--- src/rtl/unified_mem_arbiter_pkg.sv ---
// Shared types and sizing for the unified memory arbiter.
package unified_mem_arbiter_pkg;

    localparam int unsigned AW         = 9;
    localparam int unsigned DW         = 32;
    localparam int unsigned STARVE_MAX = 3;
    localparam int unsigned CW         = 10;
    localparam int unsigned SW         = $clog2(STARVE_MAX + 1);

    typedef enum logic [1:0] {
        RUN   = 2'd0,
        LOAD  = 2'd1,
        DRAIN = 2'd2
    } state_e;

    typedef enum logic [1:0] {
        OWN_NONE = 2'd0,
        OWN_IF   = 2'd1,
        OWN_DM   = 2'd2
    } owner_e;

endpackage

--- src/rtl/unified_mem_arbiter_mem_rr_prio.sv ---
// Fetch/data grant logic with starvation protection for the fetch port.
module mem_rr_prio
    import unified_mem_arbiter_pkg::*;
(
    input  logic clk,
    input  logic reset,
    input  logic run,
    input  logic allow,
    input  logic if_req,
    input  logic dm_req,
    output logic if_gnt,
    output logic dm_gnt
);

    logic [SW-1:0] starve_cnt;
    logic          starved;

    // Data port wins by default; a starved fetch takes one grant.
    always_comb begin
        if_gnt  = 1'b0;
        dm_gnt  = 1'b0;
        starved = (starve_cnt == SW'(STARVE_MAX));
        if (allow) begin
            if (if_req && starved) begin
                if_gnt = 1'b1;
            end else if (dm_req) begin
                dm_gnt = 1'b1;
            end else if (if_req) begin
                if_gnt = 1'b1;
            end
        end
    end

    // Count consecutive denied fetch cycles; frozen outside RUN.
    always_ff @(posedge clk or posedge reset) begin
        if (reset) begin
            starve_cnt <= '0;
        end else if (run) begin
            if (!if_req || if_gnt) begin
                starve_cnt <= '0;
            end else if (!starved) begin
                starve_cnt <= starve_cnt + SW'(1);
            end
        end
    end

endmodule

--- src/rtl/unified_mem_arbiter.sv ---
// Shares one single-port memory between loader, data port and fetch.
module unified_mem_arbiter
    import unified_mem_arbiter_pkg::*;
(
    input  logic          clk,
    input  logic          reset,
    input  logic          ld_req,
    input  logic [AW-1:0] ld_addr,
    input  logic [DW-1:0] ld_wdata,
    input  logic          if_req,
    input  logic [AW-1:0] if_addr,
    output logic          if_gnt,
    output logic          if_rvalid,
    output logic [DW-1:0] if_rdata,
    input  logic          dm_req,
    input  logic          dm_we,
    input  logic [3:0]    dm_strb,
    input  logic [AW-1:0] dm_addr,
    input  logic [DW-1:0] dm_wdata,
    output logic          dm_gnt,
    output logic          dm_rvalid,
    output logic [DW-1:0] dm_rdata,
    output logic          mem_en,
    output logic          mem_we,
    output logic [3:0]    mem_strb,
    output logic [AW-1:0] mem_addr,
    output logic [DW-1:0] mem_wdata,
    input  logic [DW-1:0] mem_rdata,
    output logic          stall_if,
    output logic          load_busy,
    output logic [CW-1:0] ld_count
);

    state_e state, state_nxt;
    owner_e rd_owner;
    logic   run, allow;

    assign run   = (state == RUN);
    assign allow = run && !ld_req;

    mem_rr_prio u_prio (
        .clk    (clk),
        .reset  (reset),
        .run    (run),
        .allow  (allow),
        .if_req (if_req),
        .dm_req (dm_req),
        .if_gnt (if_gnt),
        .dm_gnt (dm_gnt)
    );

    // State register.
    always_ff @(posedge clk or posedge reset) begin
        if (reset) begin
            state <= RUN;
        end else begin
            state <= state_nxt;
        end
    end

    // Next state and memory port mux; the loader pre-empts everyone outside DRAIN.
    always_comb begin
        state_nxt = state;
        mem_en    = 1'b0;
        mem_we    = 1'b0;
        mem_strb  = 4'h0;
        mem_addr  = '0;
        mem_wdata = '0;
        case (state)
            RUN: begin
                if (ld_req) begin
                    state_nxt = LOAD;
                    mem_en    = 1'b1;
                    mem_we    = 1'b1;
                    mem_strb  = 4'hF;
                    mem_addr  = ld_addr;
                    mem_wdata = ld_wdata;
                end else if (dm_gnt) begin
                    mem_en    = 1'b1;
                    mem_we    = dm_we;
                    mem_strb  = dm_we ? dm_strb : 4'h0;
                    mem_addr  = dm_addr;
                    mem_wdata = dm_wdata;
                end else if (if_gnt) begin
                    mem_en    = 1'b1;
                    mem_addr  = if_addr;
                end
            end
            LOAD: begin
                if (ld_req) begin
                    mem_en    = 1'b1;
                    mem_we    = 1'b1;
                    mem_strb  = 4'hF;
                    mem_addr  = ld_addr;
                    mem_wdata = ld_wdata;
                end else begin
                    state_nxt = DRAIN;
                end
            end
            DRAIN:   state_nxt = RUN;
            default: state_nxt = RUN;
        endcase
    end

    // Loaded-word counter: restarts at 1 on the entry word, saturates.
    always_ff @(posedge clk or posedge reset) begin
        if (reset) begin
            ld_count <= '0;
        end else if (run && ld_req) begin
            ld_count <= CW'(1);
        end else if (state == LOAD && ld_req && ld_count != '1) begin
            ld_count <= ld_count + CW'(1);
        end
    end

    // Remember who issued the read so next-cycle data goes to the right port.
    always_ff @(posedge clk or posedge reset) begin
        if (reset) begin
            rd_owner <= OWN_NONE;
        end else if (if_gnt) begin
            rd_owner <= OWN_IF;
        end else if (dm_gnt && !dm_we) begin
            rd_owner <= OWN_DM;
        end else begin
            rd_owner <= OWN_NONE;
        end
    end

    assign if_rvalid = (rd_owner == OWN_IF);
    assign dm_rvalid = (rd_owner == OWN_DM);
    assign if_rdata  = if_rvalid ? mem_rdata : '0;
    assign dm_rdata  = dm_rvalid ? mem_rdata : '0;
    assign stall_if  = if_req && !if_gnt;
    assign load_busy = !run;

endmodule

--- config.mk ---
export PLATFORM = sky130hd
export DESIGN_NAME = unified_mem_arbiter
export DESIGN_NICKNAME = d
export VERILOG_FILES = /design/src/rtl/unified_mem_arbiter_pkg.sv /design/src/rtl/unified_mem_arbiter_mem_rr_prio.sv /design/src/rtl/unified_mem_arbiter.sv
export SDC_FILE = /design/constraint.sdc
export NUM_CORES = 1
export LEC_CHECK = 0
export ABC_AREA = 1
export CELL_PAD_IN_SITES_DETAIL_PLACEMENT = 1
export CELL_PAD_IN_SITES_GLOBAL_PLACEMENT = 1
export CORE_MARGIN = 8
export CORE_UTILIZATION = 14
export DETAILED_ROUTE_END_ITERATION = 12
export PLACE_DENSITY = 0.84
export SLEW_MARGIN = 40
export SYNTH_ARGS = -nofsm -noshare
export SYNTH_HDL_FRONTEND = slang
export SYNTH_HIERARCHICAL = 1
export SYNTH_SLANG_ARGS = --single-unit
export TNS_END_PERCENT = 1
--- constraint.sdc ---
create_clock -name clk -period 2.8 [get_ports clk]
set_clock_uncertainty 0.2 [all_clocks]
set_input_delay 0.42 -clock clk [delete_from_list [all_inputs] [get_ports clk]]
set_output_delay 0.42 -clock clk [all_outputs]
set_load 0.02 [all_outputs]
### After elaboration in Yosys (flattened, before gate mapping)

Cells that the tools add are included.

* bits in registers: 16
* output and inout port bits: 127

* add/subtract/negate cells: 2
* equality and inequality tests: 8
* mux-type cells: 40
* reduce and logical (&&, ||, !) cells: 17

Operators with widths (number)
* two-way mux 32 bit: 5
* case mux 32 bit (2 select lines): 1
* two-way mux 9 bit: 4
* two-way mux 10 bit: 2
* case mux 9 bit (2 select lines): 1
* two-way mux 4 bit: 4
* two-way mux 1 bit: 13
* two-way mux 2 bit: 6
* adder 10 x 1 -> 10 bit (second input constant): 1
* inequality test 10 bit (second input constant): 1
* case mux 4 bit (2 select lines): 1
* logical AND 1 bit: 7
* inequality test 2 bit (second input constant): 3
* logical NOT 1 bit: 5
* == test 2 x 1 -> 1 bit (second input constant): 2
* == test 2 bit (second input constant): 2
* case mux 1 bit (2 select lines): 2
* case mux 2 bit (2 select lines): 1
* AND reduction 2 bit: 2
* adder 2 x 1 -> 2 bit (second input constant): 1
* logical NOT 2 bit: 1
* nonzero test 2 bit: 1
* logical OR 1 bit: 1

### Longest topological paths before layout

* depth after elaboration: 8
* mapped depth: 12
* depth with buffers taken out: 11

### Hierarchy

Netlist, hierarchy kept.

Modules (own cells, without submodules)
* unified_mem_arbiter: times used 1, cells an instance 385, area an instance 1911.8 um^2, seq. area each 350.3 um^2
* mem_rr_prio: times used 1, cells an instance 28, area an instance 168.9 um^2, seq. area each 50.0 um^2

### Least setup slack after synthesis

OpenSTA, ideal clock, no wires.

* path kind: flip-flop to output port
* from: register state[1]
* to: output port mem_strb[0]
* data arrival time: 2.331 ns
* required time: 2.180 ns
* setup slack: -0.151 ns
* cell stages (with the launch flop): 12
* buffers on the path: 0
* cells stage by stage: dfrtp_1 nor2_2 inv_2 nor2_4 inv_1 nor2_1 inv_1 nor2_4 nand2_1 nand2_1 inv_1 nor2_1

* longest elaborated chain between the ends: 6
* elaborated cells between the ends (all ways): 7
* those cells by class: 1 x eq/ne; 4 x mux; 2 x reduce/logical

RTL lines
* start, declared: line unified_mem_arbiter.sv:34 `state_e state, state_nxt;`
* start signal, assigned: line unified_mem_arbiter.sv:57 `state <= state_nxt;`
* logical NOT 2 bit: line unified_mem_arbiter.sv:38 `assign run = (state == RUN);`
* via run: line unified_mem_arbiter.sv:36 `logic run, allow;`
* logical AND 1 bit: line unified_mem_arbiter.sv:39 `assign allow = run && !ld_req;`
* via allow: line unified_mem_arbiter.sv:36
* two-way mux 1 bit: line unified_mem_arbiter_mem_rr_prio.sv:23 `if (allow) begin`
* via dm_gnt: line unified_mem_arbiter.sv:20 `output logic dm_gnt,`
* two-way mux 4 bit: line unified_mem_arbiter.sv:78 `end else if (dm_gnt) begin`
* two-way mux 4 bit: line unified_mem_arbiter.sv:71 `if (ld_req) begin`
* case mux 4 bit (2 select lines): line unified_mem_arbiter.sv:69 `case (state)`
* end, declared: line unified_mem_arbiter.sv:25 `output logic [3:0] mem_strb,`

The timed path passes the listed nets, and every way through them passes these cells.

### Worst setup path after layout

* from: register u_prio.starve_cnt[0]
* to: output port mem_strb[1]

* longest elaborated chain between the ends: 7

RTL lines
* start, declared: line unified_mem_arbiter_mem_rr_prio.sv:15 `logic [SW-1:0] starve_cnt;`
* start signal, assigned: line unified_mem_arbiter_mem_rr_prio.sv:42 `starve_cnt <= starve_cnt + SW'(1);`
* == test 2 bit: line unified_mem_arbiter_mem_rr_prio.sv:22 `starved = (starve_cnt == SW'(STARVE_MAX));`
* logical AND 1 bit: line unified_mem_arbiter_mem_rr_prio.sv:24 `if (if_req && starved) begin`
* two-way mux 1 bit: line unified_mem_arbiter_mem_rr_prio.sv:24
* two-way mux 1 bit: line unified_mem_arbiter_mem_rr_prio.sv:23
* two-way mux 4 bit: line unified_mem_arbiter.sv:78
* two-way mux 4 bit: line unified_mem_arbiter.sv:71
* case mux 4 bit (2 select lines): line unified_mem_arbiter.sv:69

Every way passes these cells.

==> reports/qor.yml <==
outcome: "finished clean"
cts.root.buffer_cell: "sky130_fd_sc_hd__clkbuf_16"
grt-ovfl-total: 0
start_util_pct: 14.32
sequential_cell_area_um2: 400.4
fillCellCount: 1832
clock_insertion_delay_worst_skew_ps: 250
hpwlAfterDp_mm: 11.74
finalCoreUtilization_pct: 34.32
ys_dominant_reg_cell: "sky130_fd_sc_hd__dfrtp_1"
hold_path.class: "in -> async"
synth_sequential_area_ratio_pct: 19.24
diodes: 0
report.final.slew_viol_count: 0
cp_data_arrival_time_ps: 2130
vdd_drop_max_v: 0.0001407
layout-drive-gt1-share_pct: 10.88
async_reset_ff_share_pct: 100.0
cts-root-to-sink-buffers: 2
std_cell_rows: 44
design_area_mm2: 0.004989
io_pins: 260
number_of_global_route_vias_before_repair: 3852
power.density_mw_per_mm2: 258.3
tritoncts: "yes"
synth_common_cells: "sky130_fd_sc_hd__nand2_1 (154), sky130_fd_sc_hd__nor2_1 (88), sky130_fd_sc_hd__inv_1 (55)"
most_numerous_cell_in_the_yosys_netlist: "sky130_fd_sc_hd__nand2_1"
gp_congestion: 0.7266
synth_enable_flop_cells: 0
areaGrowthSynthToFinish_pct: 139.7
grt_max_degree: 35
synth_cells: 413
synth-warning-count: 6
total_leakage_power_uw: 0.002478
clk_pin_slew_worst_paths_ps: 50
avgViaCountPerCell: 4.131
h_tree_depth_reported_by_cts: 1
final-instance-count-excl-fill: 864
crit_path_max_fanout: 3
report.final.setup_viol: 0
routed_wirelength_mm: 13.60
grt_setup_unrepaired: "true"
max-slew-margin-rel_pct: 62.49
cts_inserted_buffers: 3
critical_path.endpoint_type: "primary output"
layout.nets: 816
synth.net_count: 548
antenna_left: 0
multi_input_comb_area_mm2: 0.001375
setup.worst_path.class: "reg -> out"
maxClockFrequency_mhz: 363.9
timing.max_cap.violations: 0
placed_cell_area_mm2: 0.005017
buffer_ports.inserted: 259
post-synth-top-area-fraction_pct: 27.78
grt_antenna_before_repair: 1
timing.final.hold_violations: 0
avgRoutedWirePerCell_um: 15.74
placedCellCount: 858
post-route-period-util_pct: 98.15
grt_first_pass_wirelength_mm: 20.51
dr.first_iter.drc_count: 89
yosysTopAreaCell: "sky130_fd_sc_hd__nand2_1"
crit_required_ps: 2180
remaining_drc_errors: 0
netlist_top_cells_area: "sky130_fd_sc_hd__nand2_1 (28%), sky130_fd_sc_hd__dfrtp_1 (19%), sky130_fd_sc_hd__nor2_1 (16%), sky130_fd_sc_hd__inv_1 (9.9%), sky130_fd_sc_hd__nand3_1 (9.6%)"
synth.lib_cells_used.distinct: 24
post_synth_instance_area_mm2: 0.002081
final_critical_delay_including_setup_and_external_delays_ps: 2748
clock_sinks: 16
groute.usage.overall_pct: 13.51
width_of_the_die_um: 137.9
start_kind: "flop"
worstMarginPinSlew_ps: 562.1
fp.coreArea_mm2: 0.01453
dr_total_vias: 3569
synth_seq_cells: 16
die-area_mm2: 0.01902
worst_hold_slack_ps: 171.4
pre_repair_dr_iteration_count: 4
dieHeight_um: 137.9
synth_area_per_cell_um2: 5.038
[per-stage QoR]
stage               worst slack [ps]  TNS [ps]  total power, µW
global placement              -345.6     -9593             1014
detailed placement            -376.2    -10910             1028
floorplan                     -14.85    -44.55            571.5
finish                         51.90         0             1289
CTS                            9.527         0             1318
global route                  -69.19    -69.19             1371
[layer usage]
metal | wire, µm | track usage, %
met5 | 0 | 0
met4 | 61 | 1.433
met3 | 1824 | 6.196
met2 | 6767 | 25.69
met1 | 4947 | 13.50
[area by class of cell]
cell class	instances	area share, %
timing repair buffer	282	53.35
clock buffer	4	1.781
multi-input combinational	318	27.56
sequential	16	8.026
inverter	59	4.515
timing repair inverter	1	0.1505
tap	184	4.615
[flip-flops by register name, indices dropped and copies added, names as in the netlist]
| register | flops |
|---|---|
| state | 2 |
| u_prio/starve_cnt | 2 |
| ld_count | 10 |
| rd_owner | 2 |
[critical path, stage by stage (launching register included)]
cell and delay [ps]:
sky130_fd_sc_hd__dfrtp_1 400, sky130_fd_sc_hd__ha_1 250, sky130_fd_sc_hd__nand2_1 100, sky130_fd_sc_hd__nand2_1 80, sky130_fd_sc_hd__nor2_2 100, sky130_fd_sc_hd__inv_1 90, sky130_fd_sc_hd__nor2_4 160, sky130_fd_sc_hd__nand2_1 110
sky130_fd_sc_hd__nand2_1 90, sky130_fd_sc_hd__inv_1 60, sky130_fd_sc_hd__nor2_1 110, sky130_fd_sc_hd__clkdlybuf4s15_1 330
[worst paths after layout]
| kind | startpoint | endpoint | slack [ps] | cells past startpoint |
|---|---|---|---|---|
| hold / removal | reset | u_prio/starve_cnt[0] | 170 | 2 |
| min in group clk | state[1] | state[1] | 290 | 1 |
| setup / recovery | u_prio/starve_cnt[0] | mem_strb[1] | 50 | 11 |
| setup reg to reg | ld_count[0] | ld_count[8] | 980 | 7 |
| max in group asynchronous | reset | ld_count[1] | 1650 | 2 |
| hold reg to reg | state[1] | state[1] | 290 | 1 |
[placed cells by master (no fill, tap or decap), drive strengths merged, types with 16 or more instances in the layout]
| cell type | n |
|---|---|
| nand2 | 157 |
| nand3 | 40 |
| clkbuf | 29 |
| inv | 58 |
| dfrtp | 16 |
| clkdlybuf4s50 | 209 |
| nor2 | 92 |
| buf | 29 |
[where the power goes]
part / internal [µW] / total (µW) / switching, µW
Clock: 217 / 312 / 95.0
Sequential: 254 / 281 / 27.1
Combinational: 351 / 695 / 344
[timing repair]
action	CTS	global route
setup endpoints to repair	45	41
gates resized for setup	56	60
gates cloned	1	0
setup buffers	1	0
hold buffers	0	0
endpoints found under the hold margin	0	0
[logic make-up after synthesis]
kind of cell,synth area share [%]
AND/OR/NAND/NOR,57.07
buffers and inverters,15.15
AO/OA/AOI/OAI,6.915
flip-flops,19.24
adder cells (fa/ha/maj),1.202
XOR/XNOR,0.4210
Note: power is estimated with default switching activity, not from simulation.
